File: src/rtl/video_scanout.sv
// rtl/video_scanout.sv - raster timing generator and RGB565 framebuffer scanout
// Places an FB_WIDTH x FB_HEIGHT window in the active raster; 3-cycle aligned video pipeline.
module video_scanout #(
  parameter int H_ACTIVE   = 640,
  parameter int H_FP       = 16,
  parameter int H_SYNC     = 96,
  parameter int H_BP       = 48,
  parameter int V_ACTIVE   = 480,
  parameter int V_FP       = 10,
  parameter int V_SYNC     = 2,
  parameter int V_BP       = 33,
  parameter bit H_SYNC_POL = 1'b0,
  parameter bit V_SYNC_POL = 1'b0,
  parameter int FB_WIDTH   = 128,
  parameter int FB_HEIGHT  = 128,
  parameter int WIN_X      = 0,
  parameter int WIN_Y      = 0
) (
  input  logic        clk_pix,
  input  logic        reset_n_i,
  input  logic        flip_req_i,
  input  logic [23:0] front_base_i,
  input  logic [23:0] border_rgb_i,
  input  logic        clear_status_i,
  output logic        stream_start_frame_o,
  output logic [23:0] stream_base_address_o,
  output logic        stream_ena_o,
  input  logic [15:0] stream_data_i,
  input  logic        stream_preloading_i,
  input  logic        stream_err_underflow_i,
  output logic        vga_hsync_o,
  output logic        vga_vsync_o,
  output logic        vga_de_o,
  output logic [7:0]  vga_r_o,
  output logic [7:0]  vga_g_o,
  output logic [7:0]  vga_b_o,
  output logic        flip_done_o,
  output logic        underflow_o,
  output logic        late_preload_o,
  output logic [15:0] frame_count_o
);
  localparam int CW = 16;
  localparam logic [CW-1:0] H_LAST = CW'(H_ACTIVE + H_FP + H_SYNC + H_BP - 1);
  localparam logic [CW-1:0] V_LAST = CW'(V_ACTIVE + V_FP + V_SYNC + V_BP - 1);
  localparam logic [CW-1:0] H_ACT  = CW'(H_ACTIVE);
  localparam logic [CW-1:0] V_ACT  = CW'(V_ACTIVE);
  localparam logic [CW-1:0] V_PRE  = CW'(V_ACTIVE - 1);
  localparam logic [CW-1:0] HS_BEG = CW'(H_ACTIVE + H_FP);
  localparam logic [CW-1:0] HS_END = CW'(H_ACTIVE + H_FP + H_SYNC);
  localparam logic [CW-1:0] VS_BEG = CW'(V_ACTIVE + V_FP);
  localparam logic [CW-1:0] VS_END = CW'(V_ACTIVE + V_FP + V_SYNC);
  localparam logic [CW-1:0] WX     = CW'(WIN_X);
  localparam logic [CW-1:0] WY     = CW'(WIN_Y);
  localparam logic [CW-1:0] FBW    = CW'(FB_WIDTH);
  localparam logic [CW-1:0] FBH    = CW'(FB_HEIGHT);

  logic [CW-1:0] h, v, hx, vy;
  logic          active, in_window, hs_on, vs_on, update_edge, start_edge;
  logic          pending_valid, armed, flip_applied;
  logic [23:0]   pending_base;
  logic          act_d1, act_d2, win_d2, hs_d1, hs_d2, vs_d1, vs_d2;

  always_comb begin
    hx          = h - WX;
    vy          = v - WY;
    active      = (h < H_ACT) && (v < V_ACT);
    in_window   = active && (hx < FBW) && (vy < FBH);
    hs_on       = (h >= HS_BEG) && (h < HS_END);
    vs_on       = (v >= VS_BEG) && (v < VS_END);
    update_edge = (h == H_LAST) && (v == V_PRE);
    start_edge  = (h == '0) && (v == V_ACT);
  end

  always_ff @(posedge clk_pix or negedge reset_n_i) begin
    if (!reset_n_i) begin
      h <= '0;
      v <= '0;
    end else if (h == H_LAST) begin
      h <= '0;
      v <= (v == V_LAST) ? '0 : v + CW'(1);
    end else begin
      h <= h + CW'(1);
    end
  end

  // A request landing on the update edge itself stays pending for the next frame.
  always_ff @(posedge clk_pix or negedge reset_n_i) begin
    if (!reset_n_i) begin
      pending_valid         <= 1'b0;
      pending_base          <= '0;
      stream_base_address_o <= '0;
      flip_applied          <= 1'b0;
      stream_start_frame_o  <= 1'b0;
      flip_done_o           <= 1'b0;
      frame_count_o         <= '0;
      armed                 <= 1'b0;
    end else begin
      if (update_edge) begin
        flip_applied <= pending_valid;
        if (pending_valid) stream_base_address_o <= pending_base;
      end
      if (flip_req_i) begin
        pending_valid <= 1'b1;
        pending_base  <= front_base_i;
      end else if (update_edge) begin
        pending_valid <= 1'b0;
      end
      stream_start_frame_o <= start_edge;
      flip_done_o          <= start_edge && flip_applied;
      if (start_edge) begin
        frame_count_o <= frame_count_o + 16'd1;
        armed         <= 1'b1;
      end
    end
  end

  // Stage 1 registers the enable, stage 2 meets the returned word, stage 3 drives the encoder.
  always_ff @(posedge clk_pix or negedge reset_n_i) begin
    if (!reset_n_i) begin
      stream_ena_o <= 1'b0;
      act_d1       <= 1'b0;
      hs_d1        <= 1'b0;
      vs_d1        <= 1'b0;
      act_d2       <= 1'b0;
      win_d2       <= 1'b0;
      hs_d2        <= 1'b0;
      vs_d2        <= 1'b0;
      vga_de_o     <= 1'b0;
      vga_hsync_o  <= ~H_SYNC_POL;
      vga_vsync_o  <= ~V_SYNC_POL;
      vga_r_o      <= '0;
      vga_g_o      <= '0;
      vga_b_o      <= '0;
    end else begin
      stream_ena_o <= armed && in_window;
      act_d1       <= active;
      hs_d1        <= hs_on;
      vs_d1        <= vs_on;
      act_d2       <= act_d1;
      win_d2       <= stream_ena_o;
      hs_d2        <= hs_d1;
      vs_d2        <= vs_d1;
      vga_de_o     <= act_d2;
      vga_hsync_o  <= hs_d2 ? H_SYNC_POL : ~H_SYNC_POL;
      vga_vsync_o  <= vs_d2 ? V_SYNC_POL : ~V_SYNC_POL;
      if (win_d2) begin
        vga_r_o <= {stream_data_i[15:11], stream_data_i[15:13]};
        vga_g_o <= {stream_data_i[10:5], stream_data_i[10:9]};
        vga_b_o <= {stream_data_i[4:0], stream_data_i[4:2]};
      end else if (act_d2) begin
        {vga_r_o, vga_g_o, vga_b_o} <= border_rgb_i;
      end else begin
        {vga_r_o, vga_g_o, vga_b_o} <= '0;
      end
    end
  end

  // Sticky status: a set in the same cycle as a clear wins.
  always_ff @(posedge clk_pix or negedge reset_n_i) begin
    if (!reset_n_i) begin
      underflow_o    <= 1'b0;
      late_preload_o <= 1'b0;
    end else begin
      underflow_o    <= stream_err_underflow_i || (underflow_o && !clear_status_i);
      late_preload_o <= (stream_preloading_i && stream_ena_o) || (late_preload_o && !clear_status_i);
    end
  end
endmodule

File: config.mk
export PLATFORM = sky130hd
export DESIGN_NAME = video_scanout
export DESIGN_NICKNAME = d
export VERILOG_FILES = /design/src/rtl/video_scanout.sv
export SDC_FILE = /design/constraint.sdc
export NUM_CORES = 1
export LEC_CHECK = 0
export BUFFER_PORTS_ARGS = -buffer_cell sky130_fd_sc_hd__buf_4
export CAP_MARGIN = 20
export CORE_MARGIN = 4
export CORE_UTILIZATION = 45
export DETAILED_ROUTE_END_ITERATION = 7
export PLACE_DENSITY = 0.72
export SYNTH_ARGS = -nofsm -noshare
export SYNTH_HDL_FRONTEND = slang
export SYNTH_SLANG_ARGS = --single-unit
File: constraint.sdc
create_clock -name clk_pix -period 2.25 [get_ports clk_pix]
set_input_delay 0.45 -clock clk_pix [delete_from_list [all_inputs] [get_ports clk_pix]]
set_output_delay 0.45 -clock clk_pix [all_outputs]
set_load 0.02 [all_outputs]
==> reports/qor.yml, run 1 <==
grt:
  grt_pass1_vias: 4025
  busiest_layer: "met2"
  grtUsageMet3_pct: 5.00
  grt_pass1_wl_um: 19700
  grt_max_degree: 61
  grt.met2_usage_pct: 28.2
  use_met1_pct: 21.1
  antenna_found_initial: 0
  grtUsageTotal_pct: 17.0
  grt_overflow: 0
logic_synthesis:
  synth_warnings: 0
  synth-edff-count: 0
  syn_avg_cell_area_um2: 13.2
  synth_top_area_cell: "dfrtp_1"
  ys_ff_latch: 138
  synth_ff_type: "dfrtp_1"
  synthTopCellsByArea: "dfrtp_1 60%, mux2_2 5.9%, mux2_4 5.0%"
  syn_nets: 509
  synth_cells: 434
  yosysTopAreaCellShare_pct: 59.6
  syn_area_um2: 5710
  seq_area_frac_synth_pct: 60.5
  synth.distinct_cells: 42
  synthArstFlopShare_pct: 100
layout:
  diodes: 0
  fillCellCount: 967
  multi_input_area_um2: 2130
  ff_latch_area_um2: 3460
  area_growth_pct: 34.5
  postLayoutCoreUtil_pct: 63.0
  fin_area_um2: 7690
  drive_gt1_share_pct: 41.5
  num-nets-final: 662
sta:
  tns_ns: 0
  slew_viol_final: 0
  timing.final.ws_setup_ns: 0.114
  clock.fmax_mhz: 468
  rsz0062_at_grt: "false"
  period_share_pct: 94.9
  hold_viol: 0
  slew_headroom_pct: 49.2
  skew_ns: 0.00879
  setup-violations-final: 0
  post-route-min-period_ns: 2.14
  tightest_slew_ns: 0.762
clock_tree:
  cts_htree_levels: 4
  cts_sinks: 138
  clk_path_buf_depth: 2
  clock_latency_ns: 0.41
  holdBufCountCts: 0
  cts_made_buffers: 17
  path_clk_slew_ns: 0.06
  cts_root_buffer: "clkbuf_16"
  post-cts-setup-buffers: 0
  cts_tree: "yes"
floorplan:
  die_h_um: 121
  num_rows: 40
  die-area_um2: 14600
  core_um2: 12200
  ios: 142
  dieWidth_um: 121
  start_util_pct: 46.8
place:
  pre_cts_ws_ns: 0.0692
  io_buffers: 141
  place_area_um2: 7020
  gp_congestion: 0.865
  hpwlAfterDp_um: 8720
critical_path:
  path_cells: "nor3_1 > nand2_1 > buf_4 > nor3b_1 > nand4_1 > xnor2_1"
  crit_type: "reg2reg"
  critPathRequiredTime_ns: 2.54
  cp_num_buf_inv: 1
  path_max_fanout: 7
  cp-start-kind: "register"
  critPathArrivalTime_ns: 2.43
  cp_slowest_stage_delay_ns: 0.44
  endpoint_kind: "register"
  critPathTopFamily: "simple AND/OR/NAND/NOR gates"
  slowest_stage: "dfrtp_1"
power_and_ir_drop:
  powerDensity_nw_per_um2: 768
  p_total_uw: 5900
  ir_drop_mv: 0.451
  power.leakage_uw: 0.00378
detailed_routing:
  drc: 0
  vias_per_cell: 5.13
  routed_wl_um: 12100
  num_vias: 3938
  routedWlPerCell_um: 15.7
  drt_iter0_drc: 200
  detail-route-antenna-nets: 0
  drt-pass1-iter-count: 4
status:
  outcome: "finished, final reports clean"
min_path:
  hold_path.class: "in2async"
run:
  max_cap_viol_count: 0
worst register-to-register path: stages, from the launching register on:
cell	delay, ns
dfrtp_1	0.44
nor3_1	0.39
nand2_1	0.18
buf_4	0.18
nor3b_1	0.42
nand4_1	0.22
xnor2_1	0.18
worst paths after layout:
check | slack (ns) | cells after the start | end | startpoint
setup / recovery | 0.11 | 6 | frame_count_o[13] | v[9]
hold / removal | 0.007 | 1 | underflow_o | reset_n_i
setup reg to reg | 0.11 | 6 | frame_count_o[13] | v[9]
hold reg to reg | 0.34 | 0 | act_d2 | act_d1
max in group asynchronous | 1.60 | 2 | pending_base[8] | reset_n_i
min in group clk_pix | 0.22 | 2 | underflow_o | stream_err_underflow_i
cell usage after synthesis, types with 2 or more instances:
library cell,count
dfrtp_1,136
mux2_2,30
xnor2_1,28
a22o_1,26
nand3_1,24
nand2_1,23
mux2_4,19
nor2_1,18
nand4_1,17
clkbuf_1,12
xor2_1,11
nor3_1,10
inv_1,8
and3_1,6
buf_2,6
and4_1,5
ha_1,5
a21o_1,4
and2_1,4
nor3b_1,4
buf_1,3
nor4_1,3
o21ai_0,3
a21oi_1,2
a31oi_1,2
buf_6,2
dfstp_2,2
nand2b_1,2
nor2b_1,2
nor4_4,2
nor4b_1,2
or2_2,2
or3_1,2
state kept, by name (all words and copies together) (netlist names), 8 cells and up:
name / count
vga_r_o: 8
vga_g_o: 8
frame_count_o: 16
vga_b_o: 8
h: 16
v: 16
stream_base_address_o: 24
pending_base: 24
per-stage QoR:
stage	hold slack, ns	cells
final	0.00746	768
after global routing	0.0408	768
after CTS	0.0210	768
after detailed placement	0.335	736
after global placement	0.333	736
after floorplan	0.154	434
placed cells by master, fill, tap and decap left out, types with 4 or more instances in the layout:
cell type  count
and3_1         6
buf_4        154
xor2_1        11
xnor2_1       28
nor2_1        18
mux2_4        19
nand4_1       17
ha_1           4
clkbuf_16     17
bufinv_16      5
nand3_1       24
dfrtp_1      136
nor3b_1        4
clkinv_2       4
and2_1         4
mux2_2        30
a22o_1        26
and4_1         5
nand2_1       23
nor3_1        10
a21o_1         4
inv_1          8
report_power, final:
part,total (uW),internal [uW],switching [uW]
registers,2580,2550,27.3
clock network,3030,2020,1010
logic,301,166,135
layer usage:
layer  wire length [um]  part of all wire (%)
met5                  0                     0
met4                238                   2.0
met3                686                   5.7
met2               6080                    50
met1               5070                    42
logic make-up (layout without fill, tap and decap cells):
group | after synthesis | in the layout | share of synthesized area, %
buffers and inverters | 31 | 197 | 2.43
AO/OA/AOI/OAI | 37 | 37 | 5.17
AND/OR/NAND/NOR | 135 | 135 | 13.9
adder cells (fa/ha/maj) | 5 | 5 | 1.09
XOR/XNOR | 39 | 39 | 5.98
multiplexers | 49 | 49 | 10.9
flip-flops | 138 | 138 | 60.5
final cells by class:
type | instances | area share, %
Tap cell | 168 | 2.73
Multi-Input combinational cell | 265 | 27.8
Clock buffer | 20 | 5.94
Sequential cell | 138 | 45.0
Timing Repair Buffer | 157 | 15.7
Inverter | 8 | 0.391
Clock inverter | 12 | 2.52
what timing repair did:
item                       CTS  global route
setup endpoints to repair    0            24
hold endpoints to repair     0             0
resized for setup            0             3
(Power assumes the default switching activity.)
==> run 2: changes to the inputs <==
--- a/config.mk
+++ b/config.mk
@@ -8,9 +8,9 @@
 export BUFFER_PORTS_ARGS = -buffer_cell sky130_fd_sc_hd__buf_4
 export CAP_MARGIN = 20
 export CORE_MARGIN = 4
-export CORE_UTILIZATION = 45
+export CORE_UTILIZATION = 48
 export DETAILED_ROUTE_END_ITERATION = 7
-export PLACE_DENSITY = 0.72
+export PLACE_DENSITY = 0.84
 export SYNTH_ARGS = -nofsm -noshare
 export SYNTH_HDL_FRONTEND = slang
 export SYNTH_SLANG_ARGS = --single-unit
==> run 2 against run 1 <==
- sequential cell count is the same
- highest routed layer unchanged
- power grew 4.3%
- worst hold slack gained 0.22 ns
- final area grew 0.23%
- sequential share of layout area shrank 0.10 points
- cell count shrank 3.5%
- combinational power is essentially flat
==> reports/qor.yml, run 2 (same netlist as run 1, synthesis figures left out) <==
layout:
  drive_gt1_share_pct: 41.3  # was 41.5%
  diodes: 0  # unchanged
  fillCellCount: 814  # was 967
  final_common_cell: "buf_4"  # unchanged
  stdcell_count: 741  # was 768
  area_growth_pct: 34.8  # was 34.5%
  num-nets-final: 660  # was 662
  top_regs: "pending_base: 24 flops, stream_base_address_o: 24 flops"  # unchanged
  final_cell_mix: "151 x buf_4, 136 x dfrtp_1, 30 x mux2_2"  # was 154 x buf_4, 136 x dfrtp_1, 30 x mux2_2
sta:
  skew_ns: 0.00763  # was 0.00879 ns
  clock.fmax_mhz: 463  # was 468 MHz
  slew_viol_final: 0  # unchanged
  slew_headroom_pct: 67.7  # was 49.2%
  tns_ns: 0  # unchanged
  period_share_pct: 95.9  # was 94.9%
  tightest_slew_ns: 0.483  # was 0.762 ns
  setup-violations-final: 0  # unchanged
  hold_viol: 0  # unchanged
  rsz0062_at_grt: "false"  # unchanged
  post-route-min-period_ns: 2.16  # was 2.14 ns
  hold_ws_ns: 0.225  # was 0.00746 ns
grt:
  grtUsageTotal_pct: 18.9  # was 17.0%
  grt_pass1_vias: 4072  # was 4025
  antenna_found_initial: 0  # unchanged
  grt_overflow: 0  # unchanged
  grt_pass1_wl_um: 20000  # was 19700 um
  grt_max_degree: 66  # was 61
run:
  max_cap_viol_count: 0  # unchanged
floorplan:
  die-area_um2: 13700  # was 14600 um^2
  core_um2: 11500  # was 12200 um^2
  die_h_um: 117  # was 121 um
  ios: 142  # unchanged
  start_util_pct: 49.6  # was 46.8%
  num_rows: 39  # was 40
  dieWidth_um: 117  # was 121 um
power_and_ir_drop:
  p_int_uw: 4940  # was 4740 uW
  switching_share_pct: 19.8  # about the same
  powerDensity_nw_per_um2: 799  # was 768 nW/um^2
  pwr-share-comb_pct: 4.9  # was 5.1%
  p_seq_share_pct: 41.9  # was 43.7%
  p_total_uw: 6160  # was 5900 uW
  p_switching_uw: 1220  # was 1170 uW
  power_frac_clock_pct: 53.2  # was 51.3%
  power.leakage_uw: 0.00379  # was 0.00378 uW
  ir_drop_mv: 0.471  # was 0.451 mV
clock_tree:
  cts_root_buffer: "clkbuf_16"  # unchanged
  path_clk_slew_ns: 0.06  # about the same
  cts_sinks: 138  # unchanged
  cts_tree: "yes"  # unchanged
  clk_path_buf_depth: 2  # unchanged
  cts_htree_levels: 4  # unchanged
  post-cts-setup-buffers: 0  # unchanged
  cts_made_buffers: 17  # unchanged
  clock_latency_ns: 0.42  # was 0.41 ns
status:
  outcome: "finished, final reports clean"  # unchanged
detailed_routing:
  drt-pass1-iter-count: 4  # unchanged
  vias_per_cell: 5.32  # was 5.13
  routedWlPerCell_um: 16.8  # was 15.7 um
  drc: 0  # unchanged
  detail-route-antenna-nets: 0  # unchanged
  num_vias: 3945  # was 3938
  routed_wl_um: 12400  # was 12100 um
  drt_iter0_drc: 221  # was 200
critical_path:
  r2r_cells: 7  # was 6
  ff2ff_setup_slack_ns: 0.09  # was 0.11 ns
  timing.rr.start: "v[1]"  # was v[9]
  critPathArrivalTime_ns: 2.45  # was 2.43 ns
  endpoint_kind: "register"  # unchanged
  path_max_fanout: 25  # was 7
  cp-startpoint: "v[1]"  # was v[9]
  critPathRequiredTime_ns: 2.54  # about the same
  cp-start-kind: "register"  # unchanged
  crit_type: "reg2reg"  # unchanged
min_path:
  holdPathStages: 2
  hold_path.class: "in2reg"  # was in2async
  hold_start: "stream_err_underflow_i"
place:
  place_inst: 708  # was 736
  io_buffers: 141  # unchanged
  hpwlAfterDp_um: 8670  # was 8720 um
  gp_congestion: 0.883  # was 0.865
-- run 2: timing repair --
action                                  CTS  global route
hold endpoints to repair                 42             0
gates resized for setup                   1             3
endpoints found under the setup margin   19            25
hold buffers                              1             0
-- run 2: area by class of cell --
type	count	area, um^2	area share, %
Tap cell	143	179	2.32
Sequential cell	138	3460	44.9
Inverter	8	30.0	0.390
Multi-Input combinational cell	265	2140	27.8
Clock buffer	18	439	5.70
Clock inverter	14	264	3.43
Timing Repair Buffer	155	1190	15.5
-- run 2: worst max-delay path, cell delays in order (launching register included) --
cell,delay [ns]
dfrtp_1,0.41
ha_2,0.23
nand4_1,0.18
or2_4,0.32
nor4b_4,0.27
nand3_4,0.11
buf_12,0.19
mux2_4,0.32
-- run 2: path summary, 6_finish.rpt --
| kind | end |
|---|---|
| max in group asynchronous | underflow_o |
| max | stream_base_address_o[22] |
| min reg2reg | vga_hsync_o |
| min | underflow_o |
| max reg2reg | stream_base_address_o[22] |
| min in group asynchronous | stream_base_address_o[16] |
-- run 2: metrics by stage --
step           instance area (um^2)  worst slack (ns)  utilization, %
3_3_place_gp                   6970             0.111            60.5
2_1_floorplan                  5710             0.157               -
5_1_grt                        7700           0.00194            66.9
3_5_place_dp                   6970            0.0139            60.5
6_report                       7700            0.0921            66.9
4_1_cts                        7690            0.0318            66.8
-- run 2: routing by layer --
layer	vias to the layer above	track usage, %	wire (um)
li1	1842	-	-
met1	1959	24.3	5140
met2	117	30.5	6220
met3	27	4.52	772
met4	0	8.72	317
met5	-	0	0
-- run 2: power groups by stage --
stage / logic (uW) / registers, uW / clock network (uW)
5_1_grt: 329 / 2580 / 3440
3_5_place_dp: 304 / 2620 / 0
2_1_floorplan: 73.2 / 2650 / 0
4_1_cts: 307 / 2580 / 3320
3_3_place_gp: 295 / 2620 / 0
6_report: 301 / 2580 / 3280
==> run 3: changes to the inputs <==
--- a/config.mk
+++ b/config.mk
@@ -11,6 +11,7 @@
 export CORE_UTILIZATION = 48
 export DETAILED_ROUTE_END_ITERATION = 7
 export PLACE_DENSITY = 0.84
+export REMOVE_ABC_BUFFERS = 1
 export SYNTH_ARGS = -nofsm -noshare
 export SYNTH_HDL_FRONTEND = slang
 export SYNTH_SLANG_ARGS = --single-unit
==> constraint.sdc (replaced) <==
create_clock -name clk_pix -period 2.25 [get_ports clk_pix]
set_input_delay 0.45 -clock clk_pix [delete_from_list [all_inputs] [get_ports clk_pix]]
set_output_delay 0.45 -clock clk_pix [all_outputs]
set_load 0.05 [all_outputs]
==> run 3 against run 2 <==
- the run now ends with negative hold slack left
- combinational power grew 20%
- via count increased by 2.5%
- clock-buffer cell count is 2 higher
- clock power down 11%
- critical path depth is 1 lower
- maximum frequency rose by 1.9%
- clock skew grew 0.0063 ns
- sequential cell count unchanged
- first-iteration DRC count increased by 99%
- setup slack gained 0.041 ns
- largest power group unchanged
==> reports/qor.yml, run 3 (same netlist as run 1, synthesis figures left out) <==
floorplan:
  core_um2: 11500  # unchanged
  dieWidth_um: 117  # unchanged
  die_h_um: 117  # unchanged
  start_util_pct: 49.6  # unchanged
  die-area_um2: 13700  # unchanged
  ios: 142  # unchanged
  num_rows: 39  # unchanged
detailed_routing:
  drc: 0  # unchanged
  vias_per_cell: 5.48  # was 5.32
  drt_iter0_drc: 440  # was 221
  routedWlPerCell_um: 18.1  # was 16.8 um
  routed_wl_um: 13400  # was 12400 um
  drt-pass1-iter-count: 5  # was 4
  detail-route-antenna-nets: 0  # unchanged
  num_vias: 4043  # was 3945
power_and_ir_drop:
  ir_drop_mv: 0.501  # was 0.471 mV
  powerDensity_nw_per_um2: 769  # was 799 nW/um^2
  power.leakage_uw: 0.00374  # was 0.00379 uW
  p_total_uw: 5860  # was 6160 uW
sta:
  clock.fmax_mhz: 472  # was 463 MHz
  hold_ws_ns: -0.00460  # was 0.225 ns
  post-route-min-period_ns: 2.12  # was 2.16 ns
  slew_viol_final: 0  # unchanged
  timing.final.ws_setup_ns: 0.133  # was 0.0921 ns
  skew_ns: 0.0139  # was 0.00763 ns
  rsz0062_at_grt: "false"  # unchanged
  setup-violations-final: 0  # unchanged
  slew_headroom_pct: 40.8  # was 67.7%
  tns_ns: 0  # unchanged
  hold_viol: 6  # was 0
  period_share_pct: 94.1  # was 95.9%
  tightest_slew_ns: 0.887  # was 0.483 ns
clock_tree:
  cts_htree_levels: 4  # unchanged
  cts_made_buffers: 17  # unchanged
  cts_root_buffer: "clkbuf_16"  # unchanged
  path_clk_slew_ns: 0.06  # about the same
  clock_latency_ns: 0.42  # about the same
  cts_sinks: 138  # unchanged
  cts_tree: "yes"  # unchanged
  clk_path_buf_depth: 2  # unchanged
  holdBufCountCts: 0  # was 1
layout:
  drive_gt1_share_pct: 41.5  # was 41.3%
  diodes: 0  # unchanged
  postLayoutCoreUtil_pct: 66.1  # was 66.9%
  area_growth_pct: 33.3  # was 34.8%
  final_cell_mix: "148 x buf_4, 136 x dfrtp_1, 30 x mux2_2"  # was 151 x buf_4, 136 x dfrtp_1, 30 x mux2_2
  fin_area_um2: 7610  # was 7700 um^2
  top_regs: "pending_base: 24 flops, stream_base_address_o: 24 flops"  # unchanged
  final_common_cell: "buf_4"  # unchanged
  num-nets-final: 657  # was 660
  fillCellCount: 776  # was 814
critical_path:
  critPathArrivalTime_ns: 2.41  # was 2.45 ns
  cp-start-kind: "register"  # unchanged
  critPathTopFamily: "simple AND/OR/NAND/NOR gates"  # unchanged
  cp_slowest_stage_delay_ns: 0.46  # was 0.41 ns
  crit_type: "reg2reg"  # unchanged
  cp_num_buf_inv: 1  # unchanged
  path_max_fanout: 7  # was 25
  endpoint_kind: "register"  # unchanged
  critPathRequiredTime_ns: 2.54  # about the same
  path_cells: "nor3_1 > nand2_1 > buf_4 > nor3b_1 > nand4_1 > xnor2_1"  # was ha_2 > nand4_1 > or2_4 > nor4b_4 > nand3_4 > buf_12 > mux2_4
  slowest_stage: "dfrtp_1"  # unchanged
grt:
  grt_pass1_wl_um: 20900  # was 20000 um
  grt_overflow: 0  # unchanged
  grtUsageTotal_pct: 19.8  # was 18.9%
  grt_pass1_vias: 4118  # was 4072
  grt_max_degree: 59  # was 66
  antenna_found_initial: 0  # unchanged
place:
  hpwlAfterDp_um: 8720  # was 8670 um
  gp_congestion: 0.846  # was 0.883
  pre_cts_ws_ns: 0.0336  # was 0.0139 ns
  io_buffers: 141  # unchanged
  place_area_um2: 6970  # about the same
status:
  violations: "negative hold slack"
  outcome: "finished with violations"  # was finished, final reports clean
run:
  max_cap_viol_count: 0  # unchanged
min_path:
  hold_path.class: "in2async"  # was in2reg
[run 3: cell count changes in the layout (fill, tap and decap cells not counted), sizes merged]
cell,previous run,this run
clkbuf,18,20
buf,154,152
bufinv,7,3
clkinvlp,3,4
clkinv,1,2
dlygate4sd3,1,0
[run 3: path summary, 6_finish.rpt]
kind / start / end / slack, ns / cells after the start
worst max-delay path: v[9] / frame_count_o[11] / 0.13 / 6
max in group asynchronous: reset_n_i / vga_vsync_o / 1.59 / 2
worst max register to register: v[9] / frame_count_o[11] / 0.13 / 6
min in group clk_pix: stream_err_underflow_i / underflow_o / 0.23 / 2
worst min-delay path: reset_n_i / stream_base_address_o[1] / -0.005 / 1
worst min register to register: hs_d1 / hs_d2 / 0.34 / 0
[run 3: stage by stage]
stage | cells | hold WS, ns
floorplan | 411 | 0.154
global placement | 706 | 0.334
detailed placement | 706 | 0.337
CTS | 738 | 0.00284
global route | 738 | 0.0191
finish | 738 | -0.00460
[run 3: power by group]
group          switching (uW)  internal [uW]
registers                32.8           2550
clock network            1070           1840
logic                     194            168
total                    1300           4560
[run 3: repair_timing]
item / in CTS / in global routing
setup endpoints to repair: 0 / 25
buffers inserted: 0 / 0
gates resized for setup: 0 / 5
[run 3: cell type report]
class                      instances  area, um^2  area share [%]
clock inverter                    12         160            2.10
clock buffer                      20         467            6.13
tap                              143         179            2.35
sequential                       138        3460            45.4
multi-input combinational        265        2140            28.1
inverter                           8        30.0           0.394
timing repair buffer             152        1180            15.5
[run 3: per-layer routing]
metal / vias to the layer above / routed length (um) / GRT usage, %
met5: - / 0 / 0
met4: 0 / 299 / 6.65
met3: 39 / 945 / 6.48
met2: 177 / 6810 / 33.0
met1: 1990 / 5290 / 24.5
li1: 1837 / - / -
